## config.mk

```make
export PLATFORM = sky130hd
export DESIGN_NAME = light_timer_flat
export DESIGN_NICKNAME = d
export VERILOG_FILES = /design/src/rtl/light_timer_if.sv /design/src/rtl/light_timer.sv /design/src/flat_wrapper.sv
export SDC_FILE = /design/constraint.sdc
export NUM_CORES = 1
export LEC_CHECK = 0
export CAP_MARGIN = 40
export CORE_AREA = 3 3 40 42
export DETAILED_ROUTE_END_ITERATION = 6
export DIE_AREA = 0 0 43 45
export GPL_ROUTABILITY_DRIVEN = 0
export PLACE_DENSITY = 0.83
export SYNTH_ARGS = -nofsm -noshare
export SYNTH_HDL_FRONTEND = slang
export SYNTH_SLANG_ARGS = --single-unit
```

## constraint.sdc

```tcl
create_clock -name clk -period 2.85 [get_ports clk]
set_input_delay 0.7125 -clock clk [delete_from_list [all_inputs] [get_ports clk]]
set_output_delay 0.7125 -clock clk [all_outputs]
set_load 0.005 [all_outputs]
```

## src/rtl/light_timer_if.sv

```systemverilog
// Timer request/response bundle between the traffic-light FSM (master) and
// the countdown timer (slave).
interface light_timer_if;
   // Handshake: t_start is a one-cycle request with no ready; the timer always
   // accepts it on the edge it is seen. t_length is valid only with t_start.
   // t_freeze is a level. t_done/t_flicker are one-cycle pulses.
   // t_remaining/t_busy are level status.
   logic       t_start;
   logic [4:0] t_length;
   logic       t_freeze;
   logic       t_done;
   logic       t_flicker;
   logic [4:0] t_remaining;
   logic       t_busy;

   modport master (
      output t_start, t_length, t_freeze,
      input  t_done, t_flicker, t_remaining, t_busy
   );

   modport slave (
      input  t_start, t_length, t_freeze,
      output t_done, t_flicker, t_remaining, t_busy
   );
endinterface

```

## src/rtl/light_timer.sv

```systemverilog
// Countdown timer for the traffic-light controller: prescaled unit countdown
// with expiry pulse, flicker pulses near the end, and freeze/restart support.
module light_timer #(
   parameter int         TICK_DIV       = 4,
   parameter logic [4:0] FLICKER_WINDOW = 5'd4
) (
   input  logic          clk,
   input  logic          reset,
   light_timer_if.slave  tif,
   output logic          state_dbg
);

   localparam int PW = (TICK_DIV > 1) ? $clog2(TICK_DIV) : 1;
   localparam logic [PW-1:0] PRESC_LAST = PW'(TICK_DIV - 1);

   typedef enum logic {
      IDLE = 1'b0,
      RUN  = 1'b1
   } state_e;

   state_e        state;
   logic [PW-1:0] presc;
   logic [4:0]    count;
   logic          done;
   logic          flicker;
   logic          busy;

   logic [4:0]    count_dec;
   logic          unit_edge;

   // RUN always holds count >= 1, so the decrement never wraps.
   assign count_dec = count - 5'd1;
   assign unit_edge = (presc == PRESC_LAST);

   always_ff @(posedge clk) begin
      if (reset) begin
         state   <= IDLE;
         presc   <= '0;
         count   <= '0;
         done    <= 1'b0;
         flicker <= 1'b0;
         busy    <= 1'b0;
      end else begin
         done    <= 1'b0;
         flicker <= 1'b0;
         if (tif.t_start) begin
            count <= tif.t_length;
            presc <= '0;
            if (tif.t_length != 5'd0) begin
               state <= RUN;
               busy  <= 1'b1;
            end else begin
               // A zero-length run expires immediately.
               state <= IDLE;
               busy  <= 1'b0;
               done  <= 1'b1;
            end
         end else if (state == RUN && !tif.t_freeze) begin
            if (unit_edge) begin
               presc <= '0;
               count <= count_dec;
               if (count_dec == 5'd0) begin
                  done  <= 1'b1;
                  state <= IDLE;
                  busy  <= 1'b0;
               end else if (count_dec <= FLICKER_WINDOW) begin
                  flicker <= 1'b1;
               end
            end else begin
               presc <= presc + 1'b1;
            end
         end
      end
   end

   assign tif.t_done      = done;
   assign tif.t_flicker   = flicker;
   assign tif.t_remaining = count;
   assign tif.t_busy      = busy;
   assign state_dbg       = (state == RUN);

endmodule

```

## src/flat_wrapper.sv

```systemverilog
// flat-port wrapper written by rule: the top's interface ports become plain ports
module light_timer_flat 
#(
   parameter int         TICK_DIV       = 4,
   parameter logic [4:0] FLICKER_WINDOW = 5'd4
)
  (clk, reset, state_dbg, tif_t_start, tif_t_length, tif_t_freeze, tif_t_done, tif_t_flicker, tif_t_remaining, tif_t_busy);
  light_timer_if tif_i ();
  input  logic clk;
  input  logic reset;
  output logic state_dbg;
  input wire logic [$bits(tif_i.t_start)-1:0] tif_t_start;
  input wire logic [$bits(tif_i.t_length)-1:0] tif_t_length;
  input wire logic [$bits(tif_i.t_freeze)-1:0] tif_t_freeze;
  output wire logic [$bits(tif_i.t_done)-1:0] tif_t_done;
  output wire logic [$bits(tif_i.t_flicker)-1:0] tif_t_flicker;
  output wire logic [$bits(tif_i.t_remaining)-1:0] tif_t_remaining;
  output wire logic [$bits(tif_i.t_busy)-1:0] tif_t_busy;
  assign tif_i.t_start = tif_t_start;
  assign tif_i.t_length = tif_t_length;
  assign tif_i.t_freeze = tif_t_freeze;
  assign tif_t_done = tif_i.t_done;
  assign tif_t_flicker = tif_i.t_flicker;
  assign tif_t_remaining = tif_i.t_remaining;
  assign tif_t_busy = tif_i.t_busy;
  light_timer #(.TICK_DIV(TICK_DIV), .FLICKER_WINDOW(FLICKER_WINDOW)) u_core (.clk(clk), .reset(reset), .tif(tif_i), .state_dbg(state_dbg));
endmodule
```

# == Word level (Yosys, flattened, before mapping) ==
# Index checks and enable logic that the tools add are counted.
# totals
out_inout_bits,9
wordCells,37
ff_bits,10
input_bits,9
# op_classes
eq_ne,1
bitwise,2
addsub,2
n_reduce_logical,11
muxes,15
order_cmp,1
# ops
cell,n
5-bit two-way mux,3
1-bit two-way mux,11
2-bit nonzero test,3
5-bit by 3-bit <= comparator with 1-bit output (second input constant),1
5-bit logical NOT,1
5-bit nonzero test,1
5-bit OR reduction,1
5-bit by 1-bit subtractor with 5-bit output (second input constant),1
3-bit AND reduction,1
2-bit by 1-bit adder with 2-bit output (second input constant),1
2-bit == test (second input constant),1
2-bit two-way mux,1
1-bit inverter,2
2-bit AND reduction,1
2-bit OR reduction,1
1-bit logical AND,1
1-bit logical NOT,1

# == Depth between registers and ports, before layout ==
# Gate-level depths: netlist (run 1).
# depth
ltp_word,6
mapped_depth,6
depth_no_buf,6

# == Worst setup path before layout (run 1) ==
# No wires, ideal clock.
# synth_timing
path_type,input -> register
startpoint,input port tif_t_freeze
endpoint,register u_core.count[2] (netlist: u_core.tif.t_remaining[2])
setup_slack_ns,1.322
arrival_time_ns,1.437
n_path_buf,0
required_ns,2.759
cell_stages,3
setup_ns,0.091
path_cell_list,nand3b_4 or3_1 a311oi_1
# synth_between
elab_chain_len,4
# synth_rtl
element,line,rtl
"start, declared",flat_wrapper.sv:14,input wire logic [$bits(tif_i.t_freeze)-1:0] tif_t_freeze;
1-bit logical NOT,light_timer.sv:58,end else if (state == RUN && !tif.t_freeze) begin
1-bit logical AND,light_timer.sv:58,
2-bit nonzero test (no source line),-,
2-bit AND reduction (no source line),-,
"end signal, assigned",light_timer.sv:47,count <= tif.t_length;
"end signal, assigned",light_timer.sv:61,count <= count_dec;
"end, declared",light_timer.sv:23,logic [4:0] count;
# Every way passes these cells.
# A chain may end at the register's enable or synchronous reset.

# == Worst setup path after layout (run 1) ==
# layout_timing
startpoint,register u_core.count[2] (netlist: u_core.tif.t_remaining[2])
endpoint,output port tif_t_remaining[2]
# layout_rtl
element,line,rtl
"end, declared",flat_wrapper.sv:17,output wire logic [$bits(tif_i.t_remaining)-1:0] tif_t_remaining;
# No word-level cell between the ends.

==> impl_metrics.json, run 1 <==
{
  "async_reset_ff_share_pct": 0,
  "crit_required_ns": 2.14,
  "grt-ovfl-total": 0,
  "critPathKind": "flop to primary output",
  "synth_area_leaders": "dfxtp_1 34%, ha_1 6.3%, xnor2_1 5.9%",
  "worstReg2RegStart": "u_core.tif.t_remaining[0]",
  "drive_gt1_share_pct": 10.8,
  "synth-main-ff-cell": "dfxtp_1",
  "synth_most_common_cell": "dfxtp_1",
  "die_x_um": 43,
  "cap_viol_max_count": 0,
  "cts_made_buffers": 3,
  "critPathSlowestCell": "clkdlybuf4s50_1",
  "drt_first_iter_violations": 9,
  "start_util_pct": 46.2,
  "yosys.area.top_type": "dfxtp_1",
  "hold_buffers": 0,
  "routed_wl_um": 1290,
  "syn_inst": 66,
  "ff2ff_path_depth": 6,
  "p_leak_nw": 0.303,
  "clk_pin_slew_worst_paths_ns": 0.07,
  "maxSlewViolCount": 0,
  "ant_nets": 0,
  "max_freq_mhz": 472,
  "diodes": 0,
  "cp.depth": 1,
  "pre_cts_ws_ns": 0.702,
  "drt-pass1-iter-count": 3,
  "cp-end-kind": "primary output",
  "nFillCells": 121,
  "rsz0062_at_grt": "false",
  "fin_skew_ns": 0.000529,
  "dpl.hpwl_um": 955,
  "cts_root_buf": "clkbuf_4",
  "syn_area_um2": 593,
  "synth_nets": 78,
  "cts-resized-gates": 0,
  "synth_cell_type_count": 30,
  "die_height_um": 45,
  "crit_buf_inv": 1,
  "cts.sink_count": 10,
  "worstSetupStartpoint": "u_core.tif.t_remaining[2]",
  "cts_tree": "yes",
  "slew_headroom_pct": 74.1,
  "period_minus_slack_ns": 2.12,
  "cp.arrival_ns": 1.40,
  "synth-seq-cells": 10,
  "critPathMaxStageDelay_ns": 0.58,
  "vias_per_cell": 5.24,
  "min_period_over_period_pct": 74.3,
  "first_global_vias": 473,
  "synth-warning-count": 0,
  "wl_per_cell_um": 13.1,
  "outcome": "completed",
  "crit_path_max_fanout": 9,
  "cts_buffer_depth": 2,
  "cp_top_family": "buffers and inverters",
  "hold_path.class": "flop to flop",
  "io_buffers": 17,
  "setup_viol": 0,
  "post_cts_buffers": 0,
  "setup_ws_ns": 0.733,
  "startpoint_type": "flop",
  "ys_seq_area_share_pct": 33.8,
  "grt_max_degree": 12,
  "synth_area_per_cell_um2": 8.99,
  "area_growth_pct": 31.9,
  "cts_max_level": 1,
  "track_usage_pct": 14.7,
  "dieArea_mm2": 0.00194,
  "io-pin-count": 18,
  "synth_top_area_share_pct": 33.8,
  "worst_pin_slew_ns": 0.388,
  "grt_pass1_wl_um": 2080,
  "placementRows": 13,
  "insertion_delay_ns": 0.27,
  "final_util_pct": 60.9,
  "drc": 0,
  "synth_edf_count": 0,
  "hold_viol": 0,
  "synthTopCellsByCount": "10 x dfxtp_1, 9 x nor2_1, 4 x inv_1, 4 x xnor2_1",
  "nets": 97,
  "irDropWorstVdd_uv": 275,
  "p_per_area_mw_per_mm2": 418,
  "crit_chain": "clkdlybuf4s50_1",
  "hold_start": "u_core.presc[1]",
  "core-area_mm2": 0.00128,
  "antenna_found_initial": 0,
  "whs_path_depth": 2,
  "vias": 514,
  "fin_setup_tns_ns": 0
}
[registers in the layout, indices dropped and copies added, names as in the netlist]
| signal | cells |
|---|---|
| u_core.presc | 2 |
| u_core.state_dbg | 1 |
| u_core.tif.t_done | 1 |
| u_core.tif.t_flicker | 1 |
| u_core.tif.t_remaining | 5 |
[report_power, final]
| group | internal [mW] | leakage (nW) | switching (mW) | total, mW |
|---|---|---|---|---|
| logic | 0.0405 | 0.207 | 0.0295 | 0.0700 |
| registers | 0.146 | 0.0822 | 0.0103 | 0.156 |
| clock network | 0.0489 | 0.0138 | 0.0515 | 0.100 |
[final timing paths]
kind	endpoint	slack, ns
setup / recovery	tif_t_remaining[2]	0.73
hold / removal	u_core.presc[1]	0.54
setup reg to reg	u_core.state_dbg	1.18
hold reg to reg	u_core.presc[1]	0.54
[cell type report]
type | count | area (µm²) | area share [%]
inverter | 5 | 18.8 | 2.40
sequential | 10 | 200 | 25.6
timing repair buffer | 17 | 170 | 21.8
multi-input combinational | 48 | 352 | 45.0
clock buffer | 3 | 22.5 | 2.88
tap | 15 | 18.8 | 2.40
[stage by stage]
stage | hold slack (ns) | area, µm² | power (mW) | std cells
after global routing | 0.575 | 782 | 0.342 | 98
after global placement | 0.518 | 759 | 0.228 | 95
after detailed placement | 0.528 | 759 | 0.230 | 95
final | 0.539 | 782 | 0.327 | 98
after CTS | 0.541 | 782 | 0.327 | 98
after floorplan | 0.506 | 593 | 0.200 | 66
[cell usage in the layout (no fill, tap or decap)]
master | Yosys | routed
clkdlybuf4s50_1 | 0 | 17
dfxtp_1 | 10 | 10
nor2_1 | 9 | 9
inv_1 | 4 | 4
xnor2_1 | 4 | 4
a21oi_1 | 3 | 3
o21ai_0 | 3 | 3
a211oi_1 | 3 | 3
nor3_1 | 3 | 3
ha_1 | 3 | 3
clkbuf_4 | 0 | 3
nand2_1 | 2 | 2
or3_1 | 2 | 2
nor4_2 | 2 | 2
nor3_2 | 1 | 1
nor3b_1 | 1 | 1
a31oi_2 | 1 | 1
clkinv_1 | 1 | 1
xnor2_2 | 1 | 1
nand3_1 | 1 | 1
nand3b_4 | 1 | 1
nor4_1 | 1 | 1
o311a_1 | 1 | 1
a311oi_1 | 1 | 1
and2_0 | 1 | 1
nand2b_1 | 1 | 1
or4_1 | 1 | 1
o22ai_1 | 1 | 1
mux2i_1 | 1 | 1
[cell families after synthesis]
group,Yosys count,synth area share [%]
simple gates,26,27.4
buf+inv,8,6.96
xor+xnor,5,8.65
compound gates,13,15.2
flops,10,33.8
fa+ha+maj,3,6.33
mux,1,1.69
[per-layer routing]
layer	track usage (%)	vias up	share of wire [%]
li1	-	266	-
met1	17.8	226	49
met2	23.4	17	43
met3	3.98	5	5.6
met4	9.04	0	2.6
met5	0	-	0
No activity file was read; power rests on OpenSTA's default activity.
==> run 2, diff against run 1 <==
CORE_AREA = unset   (was 3 3 40 42)
CORE_MARGIN = 3   (was unset)
CORE_UTILIZATION = 40   (was unset)
DIE_AREA = unset   (was 0 0 43 45)
PLACE_DENSITY = 0.8   (was 0.83)
clock period = 1.83 ns   (was 2.85 ns; I/O delays follow)
==> run 2 against run 1 <==
Design area increased by 5.6%. Clock-buffer cell count increased by 1. Worst hold slack improved by 0.0054 ns. Worst setup slack got worse by 0.63 ns. First-iteration DRC count decreased by 67%. Critical path depth unchanged. Routed wire length increased by 0.23%. Largest power group unchanged.
==> impl_metrics.json, run 2 (synthesis results as in run 1) <==
{
  "drive_gt1_share_pct": 15.9,
  "dpl.hpwl_um": 1050,
  "hold_viol": 0,
  "grt_pass1_wl_um": 2260,
  "io_buffers": 17,
  "rrSetupSlack_ns": 0.19,
  "design_area_um2": 826,
  "die_x_um": 44.5,
  "p_leak_nw": 0.330,
  "pre_cts_ws_ns": 0.0208,
  "nFillCells": 116,
  "period_minus_slack_ns": 1.72,
  "cts_root_buf": "clkbuf_4",
  "regArea_um2": 200,
  "grt_max_degree": 11,
  "ff2ff_path_depth": 6,
  "critPathSlowestCell": "clkdlybuf4s50_1",
  "layout_common_cells": "17 x clkdlybuf4s50_1, 10 x dfxtp_1, 9 x nor2_1",
  "largest_reg_flops": 5,
  "worst_pin_slew_ns": 0.263,
  "multi_input_area_um2": 352,
  "fin_skew_ns": 0.00133,
  "setup_ws_ns": 0.108,
  "cp.depth": 1,
  "diodes": 0,
  "endpoint": "state_dbg",
  "dpl-instance-area_um2": 790,
  "cap_viol_max_count": 0,
  "maxSlewViolCount": 0,
  "max_freq_mhz": 581,
  "hold_start": "u_core.presc[1]",
  "cts_max_level": 1,
  "rsz0062_at_grt": "false",
  "drt_first_iter_violations": 3,
  "hold_buffers": 0,
  "critPathMaxStageDelay_ns": 0.56,
  "worstReg2RegStart": "u_core.tif.t_remaining[0]",
  "core-area_mm2": 0.00135,
  "startpoint_type": "flop",
  "first_global_vias": 559,
  "routed_wl_um": 1290,
  "post_cts_buffers": 0,
  "cts_made_buffers": 3,
  "cp-end-kind": "primary output",
  "vias": 548,
  "fin_setup_tns_ns": 0,
  "cp.arrival_ns": 1.26,
  "start_util_pct": 43.9,
  "min_period_over_period_pct": 94.1,
  "wl_per_cell_um": 12.5,
  "drc": 0,
  "r2r_end": "u_core.state_dbg",
  "crit_buf_inv": 1,
  "io-pin-count": 18,
  "drt-pass1-iter-count": 2,
  "cts-resized-gates": 0,
  "critPathKind": "flop to primary output",
  "placementRows": 13,
  "crit_required_ns": 1.37,
  "ant_nets": 0,
  "area_growth_pct": 39.2,
  "cts_buffer_depth": 2,
  "cp_top_family": "buffers and inverters",
  "crit_path_max_fanout": 5,
  "cts.sink_count": 10,
  "die_height_um": 44.5,
  "final_util_pct": 61.2,
  "outcome": "completed",
  "slew_headroom_pct": 82.4,
  "worstSetupStartpoint": "u_core.state_dbg",
  "nets": 101,
  "crit_chain": "clkdlybuf4s50_1",
  "antenna_found_initial": 0,
  "grt-ovfl-total": 0,
  "fin_total_pwr_uw": 560,
  "cts_tree": "yes",
  "dieArea_mm2": 0.00198,
  "insertion_delay_ns": 0.26,
  "irDropWorstVdd_uv": 325,
  "vias_per_cell": 5.32,
  "clk_pin_slew_worst_paths_ns": 0.07,
  "track_usage_pct": 15.3,
  "hold_path.class": "flop to flop",
  "setup_viol": 0,
  "p_per_area_mw_per_mm2": 678,
  "mostFrequentLayoutCell": "clkdlybuf4s50_1"
}
==> run 2: cell types whose count changed in the layout (fill, tap and decap cells not counted), sizes merged <==
cell / change
buf: +4
clkbuf: +1
==> run 2: per-stage QoR <==
step	hold WS (ns)	std cells
global placement	0.519	99
global route	0.561	103
floorplan	0.506	66
detailed placement	0.533	99
CTS	0.544	103
finish	0.544	103
==> run 2: area by class of cell <==
type / instances / share of cell area [%]
Sequential cell: 10 / 24.2
Inverter: 5 / 2.27
Clock buffer: 4 / 4.39
Timing Repair Buffer: 21 / 24.2
Tap cell: 15 / 2.27
Multi-Input combinational cell: 48 / 42.6
==> run 2: metal layers <==
layer  share of wire (%)  track usage [%]  vias to the layer above
met1                  43             18.7                      261
met3                 4.6             2.44                        2
li1                    -                -                      277
met5                   0                0                        -
met2                  52             24.4                        8
met4                0.70             10.2                        0
==> run 2: worst min-delay path by stage <==
stage | depth (start not counted) | end | slack, ns
floorplan | 2 | u_core.presc[1] | 0.51
global placement | 2 | u_core.presc[1] | 0.52
detailed placement | 2 | u_core.presc[1] | 0.53
CTS | 2 | u_core.presc[1] | 0.54
global route | 2 | u_core.presc[1] | 0.56
finish | 2 | u_core.presc[1] | 0.54
==> run 2: tightest hold or removal path, stage by stage, from the launching register on <==
cell,delay [ns]
dfxtp_1,0.31
mux2i_1,0.13
nor3_1,0.06
==> run 2: report_power, final <==
| part | internal (mW) | switching (mW) |
|---|---|---|
| clock | 0.121 | 0.0783 |
| combinational | 0.0691 | 0.0522 |
| sequential | 0.227 | 0.0124 |
| total | 0.417 | 0.143 |
